===== config.mk =====
export PLATFORM = sky130hd
export DESIGN_NAME = ball_controller
export DESIGN_NICKNAME = d
export VERILOG_FILES = /design/src/rtl/pong_pkg.sv /design/src/rtl/tick_edge_detect.sv /design/src/rtl/ball_controller.sv
export SDC_FILE = /design/constraint.sdc
export NUM_CORES = 1
export LEC_CHECK = 0
export CAP_MARGIN = 20
export CORE_MARGIN = 2
export CORE_UTILIZATION = 40
export CTS_BUF_LIST = sky130_fd_sc_hd__clkbuf_16
export CTS_CLUSTER_DIAMETER = 150
export DETAILED_ROUTE_END_ITERATION = 10
export REMOVE_ABC_BUFFERS = 1
export SYNTH_ARGS = -nofsm -noshare
export SYNTH_HDL_FRONTEND = slang
export SYNTH_SLANG_ARGS = --single-unit

===== constraint.sdc =====
create_clock -name clk_in -period 7.7 [get_ports clk_in]
set_input_delay 2.31 -clock clk_in [delete_from_list [all_inputs] [get_ports clk_in]]
set_output_delay 2.31 -clock clk_in [all_outputs]
set_load 0.03 [all_outputs]

===== src/rtl/pong_pkg.sv =====
// pong_pkg: shared types and default geometry for the Pong ball logic.
// Coordinates are 10-bit unsigned on ports; arithmetic is done in 11-bit
// signed so that a step past an edge is seen as negative or oversized
// instead of wrapping.
package pong_pkg;

    localparam int COORD_W = 10;
    localparam int POS_W   = COORD_W + 1;

    localparam int DEF_SCREEN_W    = 640;
    localparam int DEF_SCREEN_H    = 480;
    localparam int DEF_BALL        = 8;
    localparam int DEF_PADDLE_H    = 64;
    localparam int DEF_PADDLE_FACE = 24;
    localparam int DEF_WIN_SCORE   = 9;
    localparam int DEF_SCORE_HOLD  = 500;

    typedef enum logic [1:0] {
        ST_IDLE   = 2'd0,
        ST_MOVE   = 2'd1,
        ST_SCORED = 2'd2,
        ST_OVER   = 2'd3
    } ball_state_e;

    function automatic logic signed [POS_W-1:0] to_pos(input logic [COORD_W-1:0] v);
        return $signed({1'b0, v});
    endfunction

    function automatic logic [3:0] sat_inc(input logic [3:0] s, input logic [3:0] lim);
        return (s >= lim) ? lim : s + 4'd1;
    endfunction

endpackage


===== src/rtl/tick_edge_detect.sv =====
// tick_edge_detect: brings the 1 kHz tick into clk_in and turns each rising
// edge into a one-cycle step pulse, three clk_in cycles after the rise.
// A valid pipeline follows the data through the flops so that a tick that is
// already high when reset releases is not mistaken for a fresh rise.
module tick_edge_detect (
    input  logic clk_in,
    input  logic rst_n,
    input  logic tick_in,
    output logic step
);

    logic       sync_1;
    logic       sync_2;
    logic       tick_prev;
    logic [2:0] vld_pipe;

    // Two-flop synchronizer, history flop and registered rising-edge pulse.
    always_ff @(posedge clk_in or negedge rst_n) begin
        if (!rst_n) begin
            sync_1    <= 1'b0;
            sync_2    <= 1'b0;
            tick_prev <= 1'b0;
            vld_pipe  <= 3'b000;
            step      <= 1'b0;
        end else begin
            sync_1    <= tick_in;
            sync_2    <= sync_1;
            tick_prev <= sync_2;
            vld_pipe  <= {vld_pipe[1:0], 1'b1};
            step      <= sync_2 & ~tick_prev & vld_pipe[2];
        end
    end

endmodule


===== src/rtl/ball_controller.sv =====
// ball_controller: ball motion, wall/paddle bounces, scoring and serve flow.
// Build option: define BALL_SPEEDUP_EN to make each paddle hit raise the
// speed by one (max 4), reset to 1 on every point. Default: speed fixed at 1.
//
//   state  | meaning
//   IDLE   | ball parked, waiting for serve
//   MOVE   | ball advances one increment per step
//   SCORED | ball recentred, pausing SCORE_HOLD steps before play resumes
//   OVER   | a player reached WIN_SCORE; serve clears scores and goes IDLE
module ball_controller
    import pong_pkg::*;
#(
    parameter int SCREEN_W    = DEF_SCREEN_W,
    parameter int SCREEN_H    = DEF_SCREEN_H,
    parameter int BALL        = DEF_BALL,
    parameter int PADDLE_H    = DEF_PADDLE_H,
    parameter int PADDLE_FACE = DEF_PADDLE_FACE,
    parameter int WIN_SCORE   = DEF_WIN_SCORE,
    parameter int SCORE_HOLD  = DEF_SCORE_HOLD
) (
    input  logic               clk_in,
    input  logic               rst_n,
    input  logic               tick_in,
    input  logic               serve,
    input  logic [COORD_W-1:0] paddle_l_y,
    input  logic [COORD_W-1:0] paddle_r_y,
    output logic [COORD_W-1:0] ball_x,
    output logic [COORD_W-1:0] ball_y,
    output logic [3:0]         score_l,
    output logic [3:0]         score_r,
    output logic               point_l,
    output logic               point_r,
    output logic               game_over
);

    localparam int HOLD_W = (SCORE_HOLD < 2) ? 1 : $clog2(SCORE_HOLD + 1);
    localparam int OVL_W  = COORD_W + 2;

    localparam logic signed [POS_W-1:0] X_MAX  = POS_W'(SCREEN_W - BALL);
    localparam logic signed [POS_W-1:0] Y_MAX  = POS_W'(SCREEN_H - BALL);
    localparam logic signed [POS_W-1:0] FACE_L = POS_W'(PADDLE_FACE);
    localparam logic signed [POS_W-1:0] FACE_R = POS_W'(SCREEN_W - PADDLE_FACE - BALL);
    localparam logic [COORD_W-1:0]      X_CTR  = COORD_W'((SCREEN_W - BALL) / 2);
    localparam logic [COORD_W-1:0]      Y_CTR  = COORD_W'((SCREEN_H - BALL) / 2);
    localparam logic [3:0]              WIN    = 4'(WIN_SCORE);

    ball_state_e         state;
    logic                dx_pos;
    logic                dy_pos;
    logic [2:0]          speed;
    logic [HOLD_W-1:0]   hold_cnt;
    logic                step_pulse;

    logic signed [POS_W-1:0] cur_x;
    logic signed [POS_W-1:0] cur_y;
    logic signed [POS_W-1:0] step_amt;
    logic signed [POS_W-1:0] nx;
    logic signed [POS_W-1:0] ny;
    logic [OVL_W-1:0]        ball_bot;
    logic [OVL_W-1:0]        ball_top;
    logic                    overlap_l;
    logic                    overlap_r;
    logic [COORD_W-1:0]      x_nxt;
    logic [COORD_W-1:0]      y_nxt;
    logic                    dx_nxt;
    logic                    dy_nxt;
    logic                    hit;
    logic                    score_for_l;
    logic                    score_for_r;
    logic [3:0]              score_l_inc;
    logic [3:0]              score_r_inc;

    tick_edge_detect u_tick_edge (
        .clk_in  (clk_in),
        .rst_n   (rst_n),
        .tick_in (tick_in),
        .step    (step_pulse)
    );

    // Candidate next position; each axis is resolved on its own so corner hits compose.
    always_comb begin
        cur_x     = to_pos(ball_x);
        cur_y     = to_pos(ball_y);
        step_amt  = $signed({{(POS_W-3){1'b0}}, speed});
        nx        = dx_pos ? (cur_x + step_amt) : (cur_x - step_amt);
        ny        = dy_pos ? (cur_y + step_amt) : (cur_y - step_amt);
        ball_top  = {2'b00, ball_y};
        ball_bot  = {2'b00, ball_y} + OVL_W'(BALL);
        overlap_l = (ball_bot > {2'b00, paddle_l_y}) &&
                    (ball_top < ({2'b00, paddle_l_y} + OVL_W'(PADDLE_H)));
        overlap_r = (ball_bot > {2'b00, paddle_r_y}) &&
                    (ball_top < ({2'b00, paddle_r_y} + OVL_W'(PADDLE_H)));

        y_nxt  = ny[COORD_W-1:0];
        dy_nxt = dy_pos;
        if (ny <= 0) begin
            y_nxt  = '0;
            dy_nxt = 1'b1;
        end else if (ny >= Y_MAX) begin
            y_nxt  = Y_MAX[COORD_W-1:0];
            dy_nxt = 1'b0;
        end

        x_nxt       = nx[COORD_W-1:0];
        dx_nxt      = dx_pos;
        hit         = 1'b0;
        score_for_l = 1'b0;
        score_for_r = 1'b0;
        if (!dx_pos && (nx <= FACE_L) && overlap_l) begin
            x_nxt  = FACE_L[COORD_W-1:0];
            dx_nxt = 1'b1;
            hit    = 1'b1;
        end else if (dx_pos && (nx >= FACE_R) && overlap_r) begin
            x_nxt  = FACE_R[COORD_W-1:0];
            dx_nxt = 1'b0;
            hit    = 1'b1;
        end else if (nx <= 0) begin
            score_for_r = 1'b1;
        end else if (nx >= X_MAX) begin
            score_for_l = 1'b1;
        end

        score_l_inc = sat_inc(score_l, WIN);
        score_r_inc = sat_inc(score_r, WIN);
    end

    // Game state machine: serve handling, motion, scoring and the post-point pause.
    always_ff @(posedge clk_in or negedge rst_n) begin
        if (!rst_n) begin
            state    <= ST_IDLE;
            ball_x   <= X_CTR;
            ball_y   <= Y_CTR;
            dx_pos   <= 1'b1;
            dy_pos   <= 1'b1;
            score_l  <= 4'd0;
            score_r  <= 4'd0;
            point_l  <= 1'b0;
            point_r  <= 1'b0;
            hold_cnt <= '0;
        end else begin
            point_l <= 1'b0;
            point_r <= 1'b0;
            case (state)
                ST_IDLE: begin
                    if (serve) state <= ST_MOVE;
                end
                ST_MOVE: begin
                    if (step_pulse) begin
                        dy_pos <= dy_nxt;
                        if (score_for_l || score_for_r) begin
                            ball_x   <= X_CTR;
                            ball_y   <= Y_CTR;
                            hold_cnt <= HOLD_W'(SCORE_HOLD);
                            // The ball is served back toward whoever conceded.
                            dx_pos   <= score_for_l;
                            if (score_for_l) begin
                                point_l <= 1'b1;
                                score_l <= score_l_inc;
                                state   <= (score_l_inc == WIN) ? ST_OVER : ST_SCORED;
                            end else begin
                                point_r <= 1'b1;
                                score_r <= score_r_inc;
                                state   <= (score_r_inc == WIN) ? ST_OVER : ST_SCORED;
                            end
                        end else begin
                            ball_x <= x_nxt;
                            ball_y <= y_nxt;
                            dx_pos <= dx_nxt;
                        end
                    end
                end
                ST_SCORED: begin
                    if (step_pulse) begin
                        if (hold_cnt <= HOLD_W'(1)) begin
                            hold_cnt <= '0;
                            state    <= ST_MOVE;
                        end else begin
                            hold_cnt <= hold_cnt - HOLD_W'(1);
                        end
                    end
                end
                ST_OVER: begin
                    if (serve) begin
                        score_l <= 4'd0;
                        score_r <= 4'd0;
                        state   <= ST_IDLE;
                    end
                end
                default: state <= ST_IDLE;
            endcase
        end
    end

`ifdef BALL_SPEEDUP_EN
    // Speed ramps with each paddle return and drops back to 1 after a point.
    always_ff @(posedge clk_in or negedge rst_n) begin
        if (!rst_n) begin
            speed <= 3'd1;
        end else if ((state == ST_MOVE) && step_pulse) begin
            if (score_for_l || score_for_r) begin
                speed <= 3'd1;
            end else if (hit && (speed < 3'd4)) begin
                speed <= speed + 3'd1;
            end
        end
    end
`else
    // Fixed speed; paddle hits then only affect direction.
    logic hit_unused;
    assign hit_unused = hit;
    assign speed      = 3'd1;
`endif

    // OVER is the only state that flags the end of the game.
    always_comb game_over = (state == ST_OVER);

endmodule

After elaboration in Yosys (flattened, before gate mapping) --
Cells that the tools add are included.
Word-level totals: bits in registers 50, input bits 24, output and inout bits 31, word-level logic and storage cells 128
Cells by class: add/subtract/negate cells 10, order comparisons 13, equal/unequal tests 13, muxes and demuxes 54, bitwise operators 3, reduce and logical (&&, ||, !) cells 20
Operators with widths (number):
- $mux W10 | 6
- $mux W4 | 9
- $mux W9 | 4
- $mux W1 | 23
- $add A10 B1 Y11 const B | 2
- $add A10 B7 Y11 const B | 2
- $ge A11 B11 Y1 const B | 2
- $gt A11 B10 Y1 | 2
- $le A11 B1 Y1 const B | 2
- $lt A10 B11 Y1 | 2
- $mux W11 | 2
- $sub A10 B1 Y11 const B | 2
- $pmux W9 S2 | 1
- $pmux W4 S2 | 2
- $mux W2 | 6
- $ne A2 B2 Y1 const B | 6
- $add A10 B4 Y11 const B | 1
- $ge A11 B10 Y1 const B | 1
- $le A11 B6 Y1 const B | 1
- $reduce_and A5 Y1 | 2
- $le A9 B1 Y1 const B | 1
- $sub A9 B1 Y9 const B | 1
- $add A4 B1 Y4 const B | 2
- $eq A4 B4 Y1 const B | 2
- other kinds (17) | 29

Logic depth before layout (Yosys ltp) --
word-level depth 11, gate-level depth with buffers 13, mapped depth without buffers 13

Cells and area by module --
Synthesis repeated with hierarchy kept, for this count alone.
Second synthesis, totals: cell total of the unflattened synthesis 540, area total of the unflattened synthesis 4765.8 um2
Modules (own cells, without submodules):
- ball_controller | instances 1, cells each 531, area each 4578.1 um2, sequential area each 1091.0 um2
- tick_edge_detect | instances 1, cells each 9, area each 187.7 um2, sequential area each 175.2 um2

Worst setup path before layout --
OpenSTA, ideal clock, no wires.
path type input-to-reg, from input port paddle_l_y[6], to register hold_cnt[1], setup time 128 ps, arrival time 4578 ps, required time 7572 ps, path slack 2995 ps, cell stages on the path 9, buffers on the path 0, cell sequence ha_1 > xnor2_1 > ha_1 > a211o_1 > a221o_1 > a21oi_1 > o21ai_2 > a31oi_1 > mux2_1
On the way: word-level cells in the longest chain between the ends 8, elaborated cells on any way between the ends 10, those cells by class add/sub (1); order compare (2); eq/ne (1); mux (2); reduce/logical (4)
RTL lines:
- from (decl) | line ball_controller.sv:25 | input logic [COORD_W-1:0] paddle_l_y,
- $add A10 B7 Y11 | line ball_controller.sv:90 | (ball_top < ({2'b00, paddle_l_y} + OVL_W'(PADDLE_H)));
- $lt A10 B11 Y1 | line ball_controller.sv:90
- $logic_and A1 B1 Y1 * | line ball_controller.sv:89 | overlap_l = (ball_bot > {2'b00, paddle_l_y}) &&
- $logic_and A1 B1 Y1 * | line ball_controller.sv:109 | if (!dx_pos && (nx <= FACE_L) && overlap_l) begin
- $mux W1 | line ball_controller.sv:109
- $logic_or A1 B1 Y1 * | line ball_controller.sv:150 | if (score_for_l || score_for_r) begin
- $ne A2 B2 Y1 (no source line) *
- $reduce_and A4 Y1 (no source line) *
- to (signal assigned) | line ball_controller.sv:153 | hold_cnt <= HOLD_W'(SCORE_HOLD);
- to (signal assigned) | line ball_controller.sv:178 | hold_cnt <= hold_cnt - HOLD_W'(1);
- to (decl) | line ball_controller.sv:51 | logic [HOLD_W-1:0] hold_cnt;
Every way passes the cells marked *; elsewhere a longest branch is shown, timed or not. A chain may end at the register's enable or synchronous reset.

Final worst setup path --
from input port paddle_l_y[6], to register ball_x[0]
On the way: word-level cells in the longest chain between the ends 7, elaborated cells on any way between the ends 10, those cells by class add/sub (1); order compare (2); mux (4); reduce/logical (3)
RTL lines:
- $add A10 B7 Y11 | line ball_controller.sv:90
- $lt A10 B11 Y1 | line ball_controller.sv:90
- $logic_and A1 B1 Y1 * | line ball_controller.sv:89
- $logic_and A1 B1 Y1 * | line ball_controller.sv:109
- $mux W1 | line ball_controller.sv:109
- $logic_or A1 B1 Y1 | line ball_controller.sv:150
- $mux W10 * | line ball_controller.sv:150
- to (signal assigned) | line ball_controller.sv:166 | ball_x <= x_nxt;
- to (decl) | line ball_controller.sv:27 | output logic [COORD_W-1:0] ball_x,
Marks and branches as above.

==> results_dict.tcl <==
set metrics [dict create \
    grt_start_max_net_pins 51 \
    hold_buffers 0 \
    vias 4217 \
    p_clk_frac 0.077 \
    drive_gt1_frac 0.08472 \
    outcome "finished, final reports clean" \
    worstMarginPinSlew_ns 0.9254 \
    dieArea_um2 12730 \
    grt_first_pass_wirelength_mm 19.64 \
    cts-root-buf "clkbuf_16" \
    cap_violations 0 \
    clock_path_buffers 2 \
    rsz0062_at_grt "no" \
    p_seq_frac 0.191 \
    syn_area_um2 4736 \
    min_period_ns 5.324 \
    hold_violations 0 \
    cp.required_ns 7.86 \
    setup_violations 0 \
    yosysWarnings 0 \
    drtAntennaViolNets 0 \
    drtIter0Drc 243 \
    crit_type "in2reg" \
    yosysSeqAreaShare 0.2674 \
    grtUsageTotal 0.1838 \
    netlist-cell-type-count 83 \
    antenna_cells 0 \
    overflow 0 \
    firstDrtPassIters 5 \
    swShare 0.5185 \
    hpwl_mm 9.000 \
    routedWlPerCell_um 15.58 \
    synthFlopType "dfrtp_1" \
    synth_async_sr_flop_share 1.000 \
    initial_core_util 0.4130 \
    dp_slack_ns 2.061 \
    setup_slack_ns 2.376 \
    tns_ns 0 \
    end_kind "register" \
    clk_pin_slew_ns 0.06 \
    finalClockSkew_ns 0.003047 \
    area_delta_synth_final_pct 17.73 \
    core_um2 11470 \
    rows 39 \
    synth-edff-count 0 \
    cts_tree "built" \
    slew_violations 0 \
    htree_levels 2 \
    synth_cells 543 \
    grt_pass1_vias 4075 \
    cts_resized 0 \
    cts_sinks 50 \
    worstPathArrival_ns 5.49 \
    p_comb_frac 0.732 \
    antenna_found_initial 0 \
    clkLatencyLatePin_ns 0.28 \
    gp_congestion 0.8838 \
    vdd_drop_max_mv 0.2624 \
    max-slew-margin-rel 0.3812 \
    ios 55 \
    cts_setup_buffers 0 \
    ys_ff_latch 50 \
    cp_max_fo 9 \
    finalCritPeriodShare 0.6915 \
    internal-power_w 0.001282 \
    cts-buffers-inserted 5 \
    die_w_um 112.8 \
    p_per_area_nw_per_um2 477.6 \
    drt-vias-per-instance 5.660 \
    fillers 1086 \
    port_buffers 54 \
    cellLeakagePower_nw 2.403 \
    die_h_um 112.8 \
    hold_path_class "reg2reg" \
    fmax_ghz 0.1878 \
    final_cell_mix "65 x ha_1, 53 x clkdlybuf4s50_1, 45 x inv_1" \
    drc_errors 0 \
    layout.cells.most_common "ha_1" \
    avgSynthCellArea_um2 8.722 \
    layout.nets 692 \
    power.switching_w 0.001381 \
    worst_setup_path_start_kind "input port" \
    wl_mm 11.61 \
]
final cells by class:
| type | instances | area (µm²) | share of cell area |
|---|---|---|---|
| clock buffers | 5 | 125.1 | 0.02244 |
| clock inverters | 3 | 12.51 | 0.002244 |
| inverters | 44 | 165.2 | 0.02962 |
| multi-input cells | 443 | 3272 | 0.5868 |
| flip-flops and latches | 50 | 1266 | 0.2271 |
| well taps | 143 | 178.9 | 0.03209 |
| repair buffers | 57 | 555.5 | 0.09964 |
power groups by stage:
stage	logic [W]	clock network, W	registers, W
floorplan	0.00136	0	0.000584
global placement	0.00191	0	0.000511
detailed placement	0.00193	0	0.000515
CTS	0.00195	0.000214	0.000510
global route	0.00216	0.000224	0.000527
finish	0.00195	0.000206	0.000508
Yosys cell counts, drive strengths merged, types with 3 or more instances:
cell | instances | share of area
a211o | 5 | 0.0092
a211oi | 8 | 0.020
a21boi | 3 | 0.0048
a21o | 8 | 0.013
a21oi | 43 | 0.049
a31oi | 8 | 0.011
and2 | 5 | 0.0066
and4 | 3 | 0.0058
clkbuf | 4 | 0.0034
dfrtp | 38 | 0.20
dfstp | 12 | 0.067
ha | 65 | 0.17
inv | 44 | 0.035
mux2 | 5 | 0.013
mux2i | 4 | 0.0085
nand2 | 44 | 0.035
nand2b | 3 | 0.0040
nand3 | 24 | 0.026
nand3b | 4 | 0.0063
nand4 | 6 | 0.0079
nor2 | 38 | 0.030
nor2b | 5 | 0.0066
nor3 | 16 | 0.018
nor4 | 4 | 0.0053
o211a | 3 | 0.0063
o211ai | 11 | 0.017
o21a | 8 | 0.014
o21ai | 35 | 0.039
o21bai | 3 | 0.0048
o31ai | 5 | 0.0079
or2 | 5 | 0.0066
or3 | 5 | 0.0066
or4 | 4 | 0.0063
xnor2 | 17 | 0.031
xor2 | 8 | 0.015
registers in the layout (all words and copies together) (netlist names), 2 cells and up:
name	count
ball_y	10
state	2
ball_x	10
score_r	4
score_l	4
u_tick_edge.vld_pipe	3
hold_cnt	9
cells by family after synthesis:
kind of cell / count (synthesis) / share of synthesized area
xor+xnor: 25 / 0.04624
mux: 9 / 0.02193
simple gates: 175 / 0.1884
other cells: 1 / 0.0007918
flops: 50 / 0.2674
compound gates: 166 / 0.2534
buf+inv: 50 / 0.04174
fa+ha+maj: 67 / 0.1802
critical path, cell delays in order:
cell	delay, ns
clkdlybuf4s50_1	0.47
ha_1	0.26
xnor2_1	0.17
ha_1	0.27
a211o_1	0.29
a221o_1	0.36
a21oi_1	0.45
nand2_1	0.31
and4_1	0.32
mux2_2	0.26
layer usage:
layer | track usage | vias to the layer above | share of wire
met4 | 0.03333 | 0 | 0.0083
met2 | 0.3030 | 68 | 0.47
met5 | 0 | - | 0
met3 | 0.02089 | 8 | 0.027
met1 | 0.2639 | 1999 | 0.49
li1 | - | 2142 | -
metrics by stage:
step | cell area [µm²] | power, W | std cells | util | hold slack, ns
after floorplan | 4703 | 0.001941 | 537 | - | 0.3312
after global placement | 5433 | 0.002418 | 736 | 0.4738 | 0.3378
after detailed placement | 5438 | 0.002447 | 737 | 0.4742 | 0.3378
after CTS | 5575 | 0.002670 | 745 | 0.4862 | 0.3552
after global routing | 5575 | 0.002916 | 745 | 0.4862 | 0.3550
final | 5575 | 0.002663 | 745 | 0.4862 | 0.3523
final timing paths:
| path | start | endpoint | slack (ns) | cells past startpoint |
|---|---|---|---|---|
| max reg2reg | dx_pos$_DFFE_PN1P_ | hold_cnt[1]$_DFFE_PN0P_ | 3.98 | 10 |
| max | paddle_l_y[6] | ball_x[0]$_DFFE_PN0P_ | 2.38 | 10 |
| min in group asynchronous | rst_n | score_l[0]$_DFFE_PN0P_ | 2.12 | 2 |
| min reg2reg | u_tick_edge.vld_pipe[1]$_DFF_PN0_ | u_tick_edge.vld_pipe[2]$_DFF_PN0_ | 0.35 | 0 |
| max in group asynchronous | rst_n | ball_y[8]$_DFFE_PN0P_ | 5.15 | 2 |
| min | u_tick_edge.vld_pipe[1]$_DFF_PN0_ | u_tick_edge.vld_pipe[2]$_DFF_PN0_ | 0.35 | 0 |
No activity file was read; power rests on OpenSTA's default activity.
==> edit, RTL diff (same settings) <==
The option `BALL_SPEEDUP_EN` is turned on by a define.
--- a/src/rtl/ball_controller.sv
+++ b/src/rtl/ball_controller.sv
@@ -7,6 +7,8 @@
 //   MOVE   | ball advances one increment per step
 //   SCORED | ball recentred, pausing SCORE_HOLD steps before play resumes
 //   OVER   | a player reached WIN_SCORE; serve clears scores and goes IDLE
+`define BALL_SPEEDUP_EN
+
 module ball_controller
     import pong_pkg::*;
 #(
Check against the original RTL: no difference found for any inputs over 10 cycles, from zero or initial values and one cycle with rst_n low; that may be too few to reach the edited logic, so the function may still have changed.
==> edit against the original RTL <==
- worst setup slack got worse by 520 ps
- final area increased by 7.5%
- register-to-register slack got worse by 990 ps
- wire length increased by 15%
- sequential cell count increased by 3
- utilization decreased by 1.1 points
- area after synthesis increased by 9.0%
- largest cell class unchanged
Power is left out: the tool's default activity adds up to more than one toggle a clock period on the data nets, which glitch-free logic cannot reach.
==> edit: results (changes against the original RTL) <==
| Metric | Value |
|---|---|
| Max_slew headroom | `28.5% (was 38.1%)` |
| Setup crit start | `paddle_l_y[6] (unchanged)` |
| Path class of the lowest-slack min-delay path | `reg -> reg (unchanged)` |
| Routed wire length | `13.3 mm (was 11.6 mm)` |
| Final worst hold slack | `356 ps (was 352 ps)` |
| Routing usage on met1 | `27.9% (was 26.4%)` |
| Clock Root Buffer | `sky130_fd_sc_hd__clkbuf_16 (unchanged)` |
| Share of the synthesized netlist area taken by xor and xnor gates | `4.22% (was 4.62%)` |
| Antenna Cells | `0 (unchanged)` |
| Final HPWL from detailed placement | `10.3 mm (was 9.00 mm)` |
| Sequential share of the synthesized area | `26.0% (was 26.7%)` |
| Register-to-Register Setup Slack | `2990 ps (was 3980 ps)` |
| Met3 layer usage reported by global route | `2.33% (was 2.09%)` |
| Total GRT Usage | `19.2% (was 18.4%)` |
| Startpoint of the worst-slack reg-to-reg timing path | `speed[0] (was dx_pos)` |
| Critical path arrival | `6000 ps (was 5490 ps)` |
| Commonest cells post-synth | `65 x sky130_fd_sc_hd__ha_1, 46 x sky130_fd_sc_hd__inv_1, 46 x sky130_fd_sc_hd__nand2_1 (was 65 x sky130_fd_sc_hd__ha_1, 44 x sky130_fd_sc_hd__inv_1, 43 x sky130_fd_sc_hd__nand2_1)` |
| Slowest cell on the critical path | `sky130_fd_sc_hd__a2111o_1 (was sky130_fd_sc_hd__clkdlybuf4s50_1)` |
| Synth Area in Compound Gates | `26.7% (was 25.3%)` |
| Wire length of the first global-routing pass | `22.3 mm (was 19.6 mm)` |
| Final estimated routing congestion in global placement | `0.880 (was 0.884)` |
| Delay of the slowest critical-path stage | `500 ps (was 470 ps)` |
| Fillers | `1237 (was 1086)` |
| Violation count after the first detailed-route iteration | `334 (was 243)` |
| Crit Path Max Fanout | `15 (was 9)` |
| Critical path destination | `hold_cnt[7] (was ball_x[0])` |
| Detailed-route via count | `4749 (was 4217)` |
| Mux contribution to synthesized area | `1.89% (was 2.19%)` |
| Cell types occupying the most area after synthesis | `sky130_fd_sc_hd__dfrtp_1 19%, sky130_fd_sc_hd__ha_1 16%, sky130_fd_sc_hd__dfstp_2 6.6%, sky130_fd_sc_hd__a21oi_1 4.1%, sky130_fd_sc_hd__inv_1 3.3% (was sky130_fd_sc_hd__dfrtp_1 20%, sky130_fd_sc_hd__ha_1 17%, sky130_fd_sc_hd__dfstp_2 6.7%, sky130_fd_sc_hd__a21oi_1 4.1%, sky130_fd_sc_hd__inv_1 3.5%)` |
| Number of global-route vias before repair | `4545 (was 4075)` |
| Number of nets in the final layout | `733 (was 692)` |
| Pin count of the biggest net entering global routing | `54 (was 51)` |
| Clock Skew | `4.14 ps (was 3.05 ps)` |
| Pre-Repair DR Iteration Count | `4 (was 5)` |
| Run status | `finished, final reports clean (unchanged)` |
| Cell variety after synth | `88 (was 83)` |
| Adder-cell share of the synthesized area | `16.7% (was 18.0%)` |
| Fraction of layout cells with a size suffix above 1 | `8.24% (was 8.47%)` |
| Met2 usage | `30.9% (was 30.3%)` |
| Worst reg-to-reg path cell count | `15 (was 10)` |
edit: cell types whose count changed in the layout (fill, tap and decap cells not counted), sizes merged, moves of 6 or more:
cell | before | now
a221oi | 0 | 6
o21ai | 35 | 26
o22ai | 1 | 8
a211oi | 8 | 14
nor3 | 16 | 10
o211ai | 11 | 4
edit: layer usage:
metal,wire (um),vias to the layer above
met2,6070,126
li1,-,2333
met5,0,-
met3,680,14
met4,125,0
met1,6470,2276
edit: metrics by stage:
step                      std cells  instance area [um2]  util (%)  setup slack [ps]
after floorplan                 579                 5060         -              2560
after global placement          807                 5830      46.2              1700
after detailed placement        807                 5830      46.2              1590
after CTS                       815                 5990      47.5              1870
after global routing            815                 5990      47.5              1650
final                           815                 5990      47.5              1850
edit: area by class of cell:
cell class,count,area [um2],area share [%]
multi-input cells,479,3540,59.1
flip-flops and latches,53,1340,22.4
repair buffers,56,551,9.19
well taps,172,215,3.59
inverters,47,176,2.94
clock buffers,5,125,2.09
clock inverters,3,37.5,0.627
